**config.mk**
```make
export PLATFORM = sky130hd
export DESIGN_NAME = vga_clock_timebase
export DESIGN_NICKNAME = d
export VERILOG_FILES = /design/src/rtl/vga_clock_timebase.sv
export SDC_FILE = /design/constraint.sdc
export NUM_CORES = 1
export LEC_CHECK = 0
export ABC_CLOCK_PERIOD_IN_PS = 4400
export CORE_MARGIN = 8
export CORE_UTILIZATION = 55
export CTS_CLUSTER_DIAMETER = 200
export CTS_CLUSTER_SIZE = 10
export DETAILED_ROUTE_END_ITERATION = 8
export GPL_ROUTABILITY_DRIVEN = 0
export GPL_TIMING_DRIVEN = 0
export MAX_ROUTING_LAYER = met4
export PLACE_DENSITY = 0.8
export SLEW_MARGIN = 20
export SYNTH_ARGS = -nofsm -noshare
export SYNTH_HDL_FRONTEND = slang
export SYNTH_SLANG_ARGS = --single-unit
export TNS_END_PERCENT = 5
```
**constraint.sdc**
```tcl
create_clock -name clk -period 4.4 [get_ports clk]
set_clock_uncertainty 0.15 [all_clocks]
set_input_delay 1.1 -clock clk [delete_from_list [all_inputs] [get_ports clk]]
set_output_delay 1.1 -clock clk [all_outputs]
set_load 0.05 [all_outputs]
```
**src/rtl/vga_clock_timebase.sv**
```systemverilog
`default_nettype none
// ============================================================================
// vga_clock_timebase : BCD time-of-day counter with registered 12/24 h display.
// Optional alarm enabled by `define VGA_CLOCK_ALARM_EN.             Rev 1.0
// ============================================================================
module vga_clock_timebase #(
   parameter int CLK_HZ  = 31_500_000,
   parameter int COLOR_W = 4,
   parameter int PRESC_W = $clog2(CLK_HZ)
) (
   input  logic               clk,
   input  logic               reset_n,
   input  logic               adj_sec,
   input  logic               adj_min,
   input  logic               adj_hrs,
   input  logic               mode_12h,
   input  logic               load,
   input  logic [21:0]        load_time,
`ifdef VGA_CLOCK_ALARM_EN
   input  logic               alarm_load,
   input  logic [12:0]        alarm_time,
   input  logic               alarm_arm,
   input  logic               alarm_ack,
   output logic               alarm_ring,
`endif
   output logic               load_err,
   output logic [1:0]         hrs_d,
   output logic [3:0]         hrs_u,
   output logic [2:0]         min_d,
   output logic [3:0]         min_u,
   output logic [2:0]         sec_d,
   output logic [3:0]         sec_u,
   output logic               pm,
   output logic               sec_pulse,
   output logic               min_wrap,
   output logic [COLOR_W-1:0] color_offset
);

   localparam logic [PRESC_W-1:0] C_PRESC_MAX = PRESC_W'(CLK_HZ - 1);
   localparam logic [PRESC_W-1:0] C_PRESC_ONE = PRESC_W'(1);
   localparam logic [COLOR_W-1:0] C_COLOR_ONE = COLOR_W'(1);

   function automatic logic hrs_ok(input logic [1:0] d, input logic [3:0] u);
      return (d < 2'd2 && u <= 4'd9) || (d == 2'd2 && u <= 4'd3);
   endfunction

   function automatic logic min_ok(input logic [2:0] d, input logic [3:0] u);
      return d <= 3'd5 && u <= 4'd9;
   endfunction

   // Returns {carry, tens, units} for a 00..59 field.
   function automatic logic [7:0] inc_60(input logic [2:0] d, input logic [3:0] u);
      if (u != 4'd9)      return {1'b0, d, u + 4'd1};
      else if (d != 3'd5) return {1'b0, d + 3'd1, 4'd0};
      else                return {1'b1, 3'd0, 4'd0};
   endfunction

   function automatic logic [5:0] inc_24(input logic [1:0] d, input logic [3:0] u);
      if (d == 2'd2 && u == 4'd3) return 6'd0;
      else if (u == 4'd9)         return {d + 2'd1, 4'd0};
      else                        return {d, u + 4'd1};
   endfunction

   logic [PRESC_W-1:0] r_presc, w_presc;
   logic               r_pend, w_pend;
   logic [1:0]         r_hrs_d, w_hrs_d;
   logic [3:0]         r_hrs_u, w_hrs_u;
   logic [2:0]         r_min_d, w_min_d;
   logic [3:0]         r_min_u, w_min_u;
   logic [2:0]         r_sec_d, w_sec_d;
   logic [3:0]         r_sec_u, w_sec_u;
   logic [COLOR_W-1:0] r_color, w_color;
   logic               r_sec_ev, w_sec_ev;
   logic               r_min_ev, w_min_ev;
   logic               w_load_err;

   logic               w_tick, w_adj, w_load_ok;
   logic [7:0]         w_sec_inc, w_min_inc;
   logic [5:0]         w_hrs_inc;
   logic               unused_load_msb;

   assign w_tick    = (r_presc == C_PRESC_MAX);
   assign w_adj     = adj_sec | adj_min | adj_hrs;
   assign w_sec_inc = inc_60(r_sec_d, r_sec_u);
   assign w_min_inc = inc_60(r_min_d, r_min_u);
   assign w_hrs_inc = inc_24(r_hrs_d, r_hrs_u);
   assign w_load_ok = hrs_ok(load_time[19:18], load_time[17:14])
                   && min_ok(load_time[13:11], load_time[10:7])
                   && min_ok(load_time[6:4], load_time[3:0]);
   // The packed time is 20 bits wide; the two top bits carry nothing.
   assign unused_load_msb = ^load_time[21:20];

   always_comb begin
      w_presc    = w_tick ? '0 : r_presc + C_PRESC_ONE;
      w_pend     = r_pend;
      w_hrs_d    = r_hrs_d;
      w_hrs_u    = r_hrs_u;
      w_min_d    = r_min_d;
      w_min_u    = r_min_u;
      w_sec_d    = r_sec_d;
      w_sec_u    = r_sec_u;
      w_color    = r_color;
      w_sec_ev   = 1'b0;
      w_min_ev   = 1'b0;
      w_load_err = 1'b0;
      if (load) begin
         if (w_load_ok) begin
            {w_hrs_d, w_hrs_u, w_min_d, w_min_u, w_sec_d, w_sec_u} = load_time[19:0];
            w_presc = '0;
            w_pend  = 1'b0;
         end else begin
            w_load_err = 1'b1;
         end
      end else if (w_adj) begin
         // Adjusts wrap in place; a coinciding tick is deferred one cycle.
         if (adj_sec) {w_sec_d, w_sec_u} = w_sec_inc[6:0];
         if (adj_min) begin
            {w_min_d, w_min_u} = w_min_inc[6:0];
            w_color            = r_color + C_COLOR_ONE;
         end
         if (adj_hrs) {w_hrs_d, w_hrs_u} = w_hrs_inc;
         if (w_tick)  w_pend = 1'b1;
      end else if (w_tick || r_pend) begin
         w_pend             = 1'b0;
         w_sec_ev           = 1'b1;
         {w_sec_d, w_sec_u} = w_sec_inc[6:0];
         if (w_sec_inc[7]) begin
            w_min_ev           = 1'b1;
            w_color            = r_color + C_COLOR_ONE;
            {w_min_d, w_min_u} = w_min_inc[6:0];
            if (w_min_inc[7]) {w_hrs_d, w_hrs_u} = w_hrs_inc;
         end
      end
   end

   always_ff @(posedge clk or negedge reset_n) begin
      if (!reset_n) begin
         r_presc  <= '0;
         r_pend   <= 1'b0;
         r_hrs_d  <= '0;
         r_hrs_u  <= '0;
         r_min_d  <= '0;
         r_min_u  <= '0;
         r_sec_d  <= '0;
         r_sec_u  <= '0;
         r_color  <= '0;
         r_sec_ev <= 1'b0;
         r_min_ev <= 1'b0;
         load_err <= 1'b0;
      end else begin
         r_presc  <= w_presc;
         r_pend   <= w_pend;
         r_hrs_d  <= w_hrs_d;
         r_hrs_u  <= w_hrs_u;
         r_min_d  <= w_min_d;
         r_min_u  <= w_min_u;
         r_sec_d  <= w_sec_d;
         r_sec_u  <= w_sec_u;
         r_color  <= w_color;
         r_sec_ev <= w_sec_ev;
         r_min_ev <= w_min_ev;
         load_err <= w_load_err;
      end
   end

   logic [4:0] w_hour, w_h12;
   logic [1:0] w_disp_hd;
   logic [3:0] w_disp_hu;

   assign w_hour = 5'(r_hrs_d) * 5'd10 + 5'(r_hrs_u);

   always_comb begin
      w_h12 = w_hour;
      if (w_hour == 5'd0)      w_h12 = 5'd12;
      else if (w_hour > 5'd12) w_h12 = w_hour - 5'd12;
      w_disp_hd = r_hrs_d;
      w_disp_hu = r_hrs_u;
      if (mode_12h) begin
         if (w_h12 >= 5'd10) begin
            w_disp_hd = 2'd1;
            w_disp_hu = 4'(w_h12 - 5'd10);
         end else begin
            w_disp_hd = 2'd0;
            w_disp_hu = w_h12[3:0];
         end
      end
   end

   always_ff @(posedge clk or negedge reset_n) begin
      if (!reset_n) begin
         hrs_d        <= '0;
         hrs_u        <= '0;
         min_d        <= '0;
         min_u        <= '0;
         sec_d        <= '0;
         sec_u        <= '0;
         pm           <= 1'b0;
         sec_pulse    <= 1'b0;
         min_wrap     <= 1'b0;
         color_offset <= '0;
      end else begin
         hrs_d        <= w_disp_hd;
         hrs_u        <= w_disp_hu;
         min_d        <= r_min_d;
         min_u        <= r_min_u;
         sec_d        <= r_sec_d;
         sec_u        <= r_sec_u;
         pm           <= (w_hour >= 5'd12);
         sec_pulse    <= r_sec_ev;
         min_wrap     <= r_min_ev;
         color_offset <= r_color;
      end
   end

`ifdef VGA_CLOCK_ALARM_EN
   logic [1:0] r_al_hrs_d;
   logic [3:0] r_al_hrs_u;
   logic [2:0] r_al_min_d;
   logic [3:0] r_al_min_u;
   logic       r_hit, w_hit;

   // w_sec_ev is only raised by natural ticks, so adjust/load never ring.
   assign w_hit = w_sec_ev && w_sec_inc[7] && alarm_arm
               && {w_hrs_d, w_hrs_u, w_min_d, w_min_u}
                  == {r_al_hrs_d, r_al_hrs_u, r_al_min_d, r_al_min_u};

   always_ff @(posedge clk or negedge reset_n) begin
      if (!reset_n) begin
         r_al_hrs_d <= '0;
         r_al_hrs_u <= '0;
         r_al_min_d <= '0;
         r_al_min_u <= '0;
         r_hit      <= 1'b0;
         alarm_ring <= 1'b0;
      end else begin
         if (alarm_load && hrs_ok(alarm_time[12:11], alarm_time[10:7])
                        && min_ok(alarm_time[6:4], alarm_time[3:0]))
            {r_al_hrs_d, r_al_hrs_u, r_al_min_d, r_al_min_u} <= alarm_time;
         r_hit <= w_hit;
         if (!alarm_arm || alarm_ack) alarm_ring <= 1'b0;
         else if (r_hit)              alarm_ring <= 1'b1;
      end
   end
`endif

endmodule
`default_nettype wire
```
; ---- Word level (Yosys, flattened, before mapping)
; Index checks and enable logic that the tools add are counted.
[totals]
output_inout_bits = 28
inputBits = 29
regBits = 80
word_cells = 151
[classes]
addsub = 11
reduce_logical = 20
n_mux = 69
order_cmp = 10
n_mul = 1
n_bitwise = 3
eq_ne = 15
[ops]
columns = cell, n
row1 = 4-bit 2-to-1 mux, 24
row2 = 25-bit 2-to-1 mux, 3
row3 = 3-bit 2-to-1 mux, 11
row4 = 8-bit 2-to-1 mux, 4
row5 = 25-bit by 1-bit adder with 25-bit output (second input constant), 1
row6 = 25-bit equality test (second input constant), 1
row7 = 3-bit != test (second input constant), 6
row8 = 4-bit by 1-bit adder with 4-bit output (second input constant), 4
row9 = 2-bit 2-to-1 mux, 8
row10 = 1-bit 2-to-1 mux, 15
row11 = 4-bit <= comparator (second input constant), 3
row12 = 6-bit 2-to-1 mux, 2
row13 = 5-bit by 4-bit >= comparator with 1-bit output (second input constant), 2
row14 = 5-bit 2-to-1 mux, 2
row15 = 3-bit nonzero test, 3
row16 = 4-bit != test (second input constant), 2
row17 = 4-bit AND reduction, 2
row18 = 1-bit logical AND, 7
row19 = 3-bit by 1-bit adder with 3-bit output (second input constant), 2
row20 = 3-bit <= comparator (second input constant), 2
row21 = 3-bit AND reduction, 2
row22 = 5-bit by 4-bit adder with 5-bit output, 1
row23 = 5-bit by 4-bit > comparator with 1-bit output (second input constant), 1
row24 = 5-bit logical NOT, 1
row25 = 16 further kinds, 20

; ---- Logic depth before layout (Yosys ltp)
; Gate-level depths: netlist (run 1).
[logic_depth]
depth_word = 8
ltp_mapped = 18
depth_no_buf = 18

; ---- Least setup slack after synthesis (run 1)
; Ideal clock, no wire load.
[synth_path]
path_type = flip-flop to flip-flop
startpoint = reg r_hrs_d[1]
endpoint = reg hrs_u[1]
path_stages_with_launch = 18
required_ns = 4.119
setup_slack_ns = 0.701
synth_period_minus_slack_ns = 3.699
setup_ns = 0.131
arrival_time_ns = 3.418
path_buffers = 0
path_cell_list = dfrtp_1 -> clkinv_1 -> fa_1 -> xor2_1 -> inv_1 -> ha_1 -> nor3b_1 -> nor2_1 -> nor2_1 -> a221oi_1 -> ha_1 -> inv_1 -> nor4_1 -> o21ai_0 -> nand3_1 -> o21ai_0 -> xnor2_1 -> mux2i_1
[synth_via]
elab_chain_cells = 8
[synth_rtl]
columns = element, line_no
row1 = from (decl), 66  ; logic [1:0] r_hrs_d, w_hrs_d;
row2 = from (signal assigned), 153  ; r_hrs_d <= w_hrs_d;
row3 = 2-bit by 3-bit multiplier with 4-bit output (*), 170  ; assign w_hour = 5'(r_hrs_d) * 5'd10 + 5'(r_hrs_u);
row4 = 5-bit by 4-bit adder with 5-bit output (*), 170
row5 = 5-bit by 4-bit subtractor with 5-bit output or 5-bit by 4-bit > comparator with 1-bit output (tied branches), 175  ; else if (w_hour > 5'd12) w_h12 = w_hour - 5'd12;
row6 = 5-bit 2-to-1 mux, 175
row7 = 5-bit 2-to-1 mux (*), 174  ; if (w_hour == 5'd0) w_h12 = 5'd12;
row8 = 5-bit by 4-bit >= comparator with 1-bit output or 4-bit subtractor (tied branches), "179, 181"
row9 = 4-bit 2-to-1 mux (*), 179  ; if (w_h12 >= 5'd10) begin
row10 = 4-bit 2-to-1 mux (*), 178  ; if (mode_12h) begin
row11 = net w_disp_hu[1], 168  ; logic [3:0] w_disp_hu;
row12 = to (signal assigned), 203  ; hrs_u <= w_disp_hu;
row13 = to (decl), 28  ; output logic [3:0] hrs_u,
; Mark *: on every way through the listed nets, which the timed path passes. The rest lies on a longest branch.
; A chain may end at the register's enable or synchronous reset.

; ---- Final worst setup path (run 1)
; Same ends and word-level chain as after synthesis.

==> impl_metrics.csv, run 1 <==
group,metric,value,unit
yosys,synth_top_area_cell,"dfrtp_1",
critical_path,path_class,"flip-flop to flip-flop",
finish,num-nets-final,500,
route,drt_wl_total,8.594,mm
route,dr_total_vias,3148,
cts,cts_buffers,9,
critical_path,path_max_fanout,7,
yosys,synth_ff_type,"dfrtp_1",
timing,post-route-period-util,92.60,%
yosys,async_flop_share,100.0,%
yosys,synth_area_per_cell,10.10,µm²
timing,rsz0062_at_grt,"no",
critical_path,r2r-end,"hrs_u[1]",
yosys,synth-seq-cells,80,
yosys,syn_nets,435,
yosys,synthCells,395,
route,ant_nets,0,
cts,cts_tree,"built",
power_and_ir_drop,power_density,640.0,nW/µm²
grt,grt_pass1_wl,14.64,mm
critical_path,timing.rr.start,"r_hrs_d[1]",
critical_path,cp.required,4.48,ns
die,start_util,55.93,%
worst_hold_path,min_to,"min_wrap",
route,drt_pass1_iterations,5,
timing,holdWs,0.2397,ns
cts,cts_sinks,80,
timing,fin_crit,4.075,ns
power_and_ir_drop,p_total,3158,µW
power_and_ir_drop,peakVddDrop,0.0005092,V
die,rows,31,
critical_path,critPathCaptureType,"flip-flop",
die,io_pins,57,
die,core,7137,µm²
finish,seqCellArea,2003,µm²
cts,cts_buffer_depth,2,
cts,htreeDepth,3,
critical_path,rrSetupSlack,0.33,ns
critical_path,r2r_cells,17,
critical_path,path_cells,"clkinvlp_4, fa_1, xor2_4, inv_1, ha_1, nor3b_1, nor2_1, nor2_1, a221oi_2, ha_2, inv_1, nor4_1, o21ai_0, nand3_1, o21ai_0, xnor2_1, mux2i_1",
grt,antenna_found_initial,0,
placed_design,dp_hpwl,6.330,mm
timing,setup_violations,0,
critical_path,crit_path_top_delay_cell,"fa_1",
route,drc,0,
timing,hold_violations,0,
timing,tightestPinTransition,0.5134,ns
worst_hold_path,hp-class,"flip-flop to flip-flop",
route,via_per_inst,5.582,
worst_hold_path,hold_start,"r_min_ev",
finish,fillerInstances,558,
yosys,synth_commonest_cells,"dfrtp_1 (80), nor2_1 (59), nand2_1 (28)",
placed_design,placed_area,4671,µm²
die,die_w,101.2,µm
route,wl_per_cell,15.24,µm
timing,relSlewSlack,65.67,%
yosys,ys_types,66,
placed_design,port_buffers,53,
grt,grt_max_degree,51,
yosys,synthTopCellsByArea,"dfrtp_1 (50%), nor2_1 (5.5%), xnor2_1 (3.3%), xor2_1 (3.3%), ha_1 (3.1%)",
timing,slew_violations,0,
finish,drive_gt1_share,9.462,%
die,die-height,101.2,µm
yosys,synth.yosys.seq_area_share,50.16,%
yosys,yosys.area.top_type_share,50.16,%
finish,area_delta_synth_final,23.60,%
route,drt_iter0_drc,136,
power_and_ir_drop,p_leak,0.002102,µW
grt,gr-total-overflow,0,
flow_run,cap_violations,0,
yosys,synth_most_common_cell,"dfrtp_1",
cts,worstSkewPairLatency,0.36,ns
critical_path,critical_path_arrival,4.16,ns
critical_path,crit_path_start_kind,"flip-flop",
finish,n_antenna_cell,0,
run_status,status,"completed",
grt,track_usage,18.48,%
finish,fin_area,4933,µm²
worst_hold_path,hold_depth,0,
yosys,yosysWarnings,0,
timing,max_freq,245.4,MHz
grt,grt_pass1_vias,3133,
cts,clk_pin_slew,0.08,ns
cts,cts_root_buf,"clkbuf_8",
finish,multi_input_area,1888,µm²
yosys,netlist_area,3991,µm²
critical_path,critPathMaxStageDelay,0.53,ns
die,dieArea,10240,µm²
yosys,synth-edff-count,0,
==> repair_timing <==
action	4_1_cts	5_1_grt
hold endpoints to repair	0	0
gates resized for setup	1	5
endpoints found under the setup margin	1	3
setup buffers	0	0
hold buffers	0	0
==> layout by cell type (no fill, tap or decap), drive strengths merged, types with 3 or more instances in the layout <==
master	Yosys	final
mux2i	9	9
and2	3	3
xor2	15	15
clkbuf	6	15
o22ai	4	4
ha	10	10
a211oi	6	6
nor2	60	60
buf	6	8
or3	4	4
nand2	28	28
clkdlybuf4s50	0	52
a31oi	3	3
nor2b	5	5
nor3b	5	5
o21ai	19	19
inv	16	21
nand2b	4	4
nand3	20	20
a21oi	13	13
nor3	10	10
xnor2	15	15
dfrtp	80	80
nor4	4	4
and3	7	7
a21o	3	3
a221oi	3	3
nand4	6	6
==> power by group <==
| group | internal (µW) | total [µW] | switching, µW |
|---|---|---|---|
| logic | 560 | 1420 | 857 |
| clock network | 331 | 616 | 285 |
| registers | 941 | 1120 | 183 |
| total | 1830 | 3160 | 1320 |
==> cell families (layout without fill, tap and decap cells) <==
family / after synthesis / in the layout / share of synthesized area (%)
simple gates: 166 / 166 / 21.13
mux: 10 / 10 / 2.539
fa+ha+maj: 11 / 11 / 3.636
buf+inv: 29 / 99 / 3.228
xor+xnor: 30 / 30 / 6.583
flops: 80 / 80 / 50.16
compound gates: 69 / 69 / 12.73
==> area by class of cell <==
class,count,share of cell area [%]
Buffer,12,1.319
Clock buffer,9,2.511
Clock inverter,7,2.156
Inverter,17,1.370
Multi-Input combinational cell,286,38.27
Sequential cell,80,40.60
Tap cell,99,2.511
Timing Repair Buffer,54,11.26
==> how the worst max path moves through the flow <==
| stage | from | end | slack [ns] | depth (start not counted) |
|---|---|---|---|---|
| 6_report | r_hrs_d[1] | hrs_u[1] | 0.33 | 17 |
| 5_1_grt | r_hrs_d[1] | hrs_u[1] | 0.04 | 17 |
| 4_1_cts | r_hrs_d[1] | hrs_u[1] | 0.07 | 17 |
| 3_5_place_dp | r_hrs_d[1] | hrs_u[1] | -0.05 | 17 |
| 3_3_place_gp | reset_n | sec_u[1] | -0.65 | 1 |
| 2_1_floorplan | r_hrs_d[1] | hrs_u[1] | 0.70 | 17 |
==> state kept, by name, summed over array words and instances (netlist names), 3 cells and up <==
signal	count
r_sec_u	4
r_sec_d	3
hrs_u	4
r_min_u	4
r_hrs_u	4
color_offset	4
min_d	3
r_color	4
min_u	4
sec_d	3
r_presc	25
sec_u	4
r_min_d	3
==> worst max-delay path: cells and delay by family, from the launching register on <==
kind / cells / cell delay, ns
simple gates: 5 / 0.67
flops: 1 / 0.48
mux: 1 / 0.10
xor+xnor: 2 / 0.44
fa+ha+maj: 3 / 1.09
buf+inv: 3 / 0.44
compound gates: 3 / 0.57
==> routing by layer <==
layer / routed length [µm] / vias to the layer above / track usage [%]
met5: 0 / - / -
met1: 3803 / 1540 / 22.27
met2: 4228 / 86 / 29.40
met3: 445 / 10 / 4.261
li1: - / 1512 / -
met4: 117 / 0 / 7.331
==> per-stage QoR <==
step | utilization (%) | setup TNS (ns) | setup slack [ns] | instances
2_1_floorplan | - | 0 | 0.7012 | 395
3_3_place_gp | 65.09 | -51.56 | -0.6469 | 547
3_5_place_dp | 65.45 | -0.04830 | -0.04830 | 548
4_1_cts | 68.78 | 0 | 0.07175 | 564
5_1_grt | 69.13 | 0 | 0.04176 | 564
6_report | 69.13 | 0 | 0.3254 | 564
No activity file was read; power rests on OpenSTA's default activity.
==> inputs of run 2 (changes only) <==
--- a/config.mk
+++ b/config.mk
@@ -15,6 +15,7 @@
 export GPL_TIMING_DRIVEN = 0
 export MAX_ROUTING_LAYER = met4
 export PLACE_DENSITY = 0.8
+export SKIP_LAST_GASP = 1
 export SLEW_MARGIN = 20
 export SYNTH_ARGS = -nofsm -noshare
 export SYNTH_HDL_FRONTEND = slang
==> results of run 2 <==
Final layout, timing and power as in run 1 (identical DEF).
==> RTL edit: new RTL, flow settings as in run 1 <==
The parameter `COLOR_W` goes from 4 to 3.
--- a/src/rtl/vga_clock_timebase.sv
+++ b/src/rtl/vga_clock_timebase.sv
@@ -5,7 +5,7 @@
 // ============================================================================
 module vga_clock_timebase #(
    parameter int CLK_HZ  = 31_500_000,
-   parameter int COLOR_W = 4,
+   parameter int COLOR_W = 3,
    parameter int PRESC_W = $clog2(CLK_HZ)
 ) (
    input  logic               clk,
Interface: changed (resized color_offset); port bits go from 57 to 56. No check against the original RTL was run, so the function may have changed too.
==> RTL edit against run 1 <==
Sequential cell count decreased by 2. Worst setup slack improved by 0.50 ns. Critical path type unchanged. Area after synthesis is 1.2% higher. Worst hold slack got worse by 0.020 ns. Largest power group unchanged. Wire length grew 3.6%. Largest cell class unchanged. Power decreased by 10%. First-iteration DRC count increased by 21%. Critical path depth down 2. Via count is 3.0% higher. Cell area fell by 0.71%.
==> RTL edit: results (changes against run 1) <==
Yosys cell types - 70 (+6.1%)
Metal3 WL - 602 um (+35%)
FF-to-FF Start - r_hrs_d[0]
Normalized max-slew margin - 62.7% (-3.0 points)
DP Cell Count - 546 (-0.36%)
Metal2 WL - 3990 um (-5.6%)
FILL cells - 533 (-4.5%)
PostCTS Resize Cnt - 0 (-1)
Worst r2r path cells - 15 (-2)
WP data required - 4.47 ns (about the same)
Drt wl/cell - 15.9 um (+4.2%)
Hold_ws - 0.220 ns (-0.0198 ns)
Share of layout cells above drive strength 1 - 9.09% (-0.37 points)
Sequential cell area fraction in the yosys report - 48.3% (-1.8 points)
Critical path peak fanout - 6 (-1)
GRT Total Usage - 19.1% (+0.58 points)
Final core occ - 68.3% (-0.86 points)
Worst hold start - r_sec_ev
VDD IR-drop max - 0.344 mV (-32%)
Synth area leaders - dfrtp_1, nor2_1, ha_1
Initial DRC count - 164 (+21%)
Synth cell count leaders - dfrtp_1, nor2_1, nand2_1
Global Route met3 Usage - 5.15% (+0.89 points)
Num CTS Buffers - 9 (unchanged)
M1 wire length - 4180 um (+9.9%)
First-pass GRT wire length - 15,100 um (+3.0%)
DR vias/cell - 5.78 (+3.6%)
Largest net degree at the start of global routing - 54 (+5.9%)
Post-Syn Instances - 393 (-0.51%)
Slowest-stage cell, CP - xor2_1
M2 GR Usage - 28.2% (-1.2 points)
Leak Pwr - 0.00222 uW (+5.8%)
Slowest cell delay on critical path - 0.46 ns (-0.07 ns)
DP Area - 0.00472 sq mm (+1.0%)
Hold endpoint - sec_pulse
Final WS setup - 0.825 ns (+0.500 ns)
Met1 Usage GRT - 24.6% (+2.3 points)
DP Worst Slack - 0.853 ns (+0.901 ns)
Pre-antenna DRT Iters - 4 (-1)
Vias in the first global route - 3,195 (+2.0%)
Status - finished, final reports clean
[RTL edit: changes by cell type after synthesis, moves of 5 or more]
cell     before  now
a21oi_1      12   17
and3_1        6   15
inv_1        16   22
nand3_1      20   12
nor2_1       59   45
xnor2_1      15   10
[RTL edit: power breakdown]
group / total (uW) / leakage (uW) / switching [uW] / internal [uW]
registers: 1090 / 0.000967 / 174 / 918
clock network: 506 / 0.0000931 / 248 / 259
logic: 1230 / 0.00116 / 738 / 494
[RTL edit: layout make-up]
| class | instances | area share (%) |
|---|---|---|
| multi-input combinational | 276 | 39.0 |
| tap | 99 | 2.53 |
| buffer | 17 | 1.97 |
| sequential | 78 | 39.8 |
| timing repair buffer | 54 | 11.3 |
| inverter | 22 | 1.69 |
| clock buffer | 11 | 2.68 |
| clock inverter | 4 | 0.996 |
[RTL edit: logic make-up after synthesis]
family          share of synthesized area, %
fa+ha+maj                               4.21
simple gates                            20.3
mux                                     2.51
flops                                   48.3
compound gates                          14.8
xor+xnor                                5.42
buf+inv                                 4.43
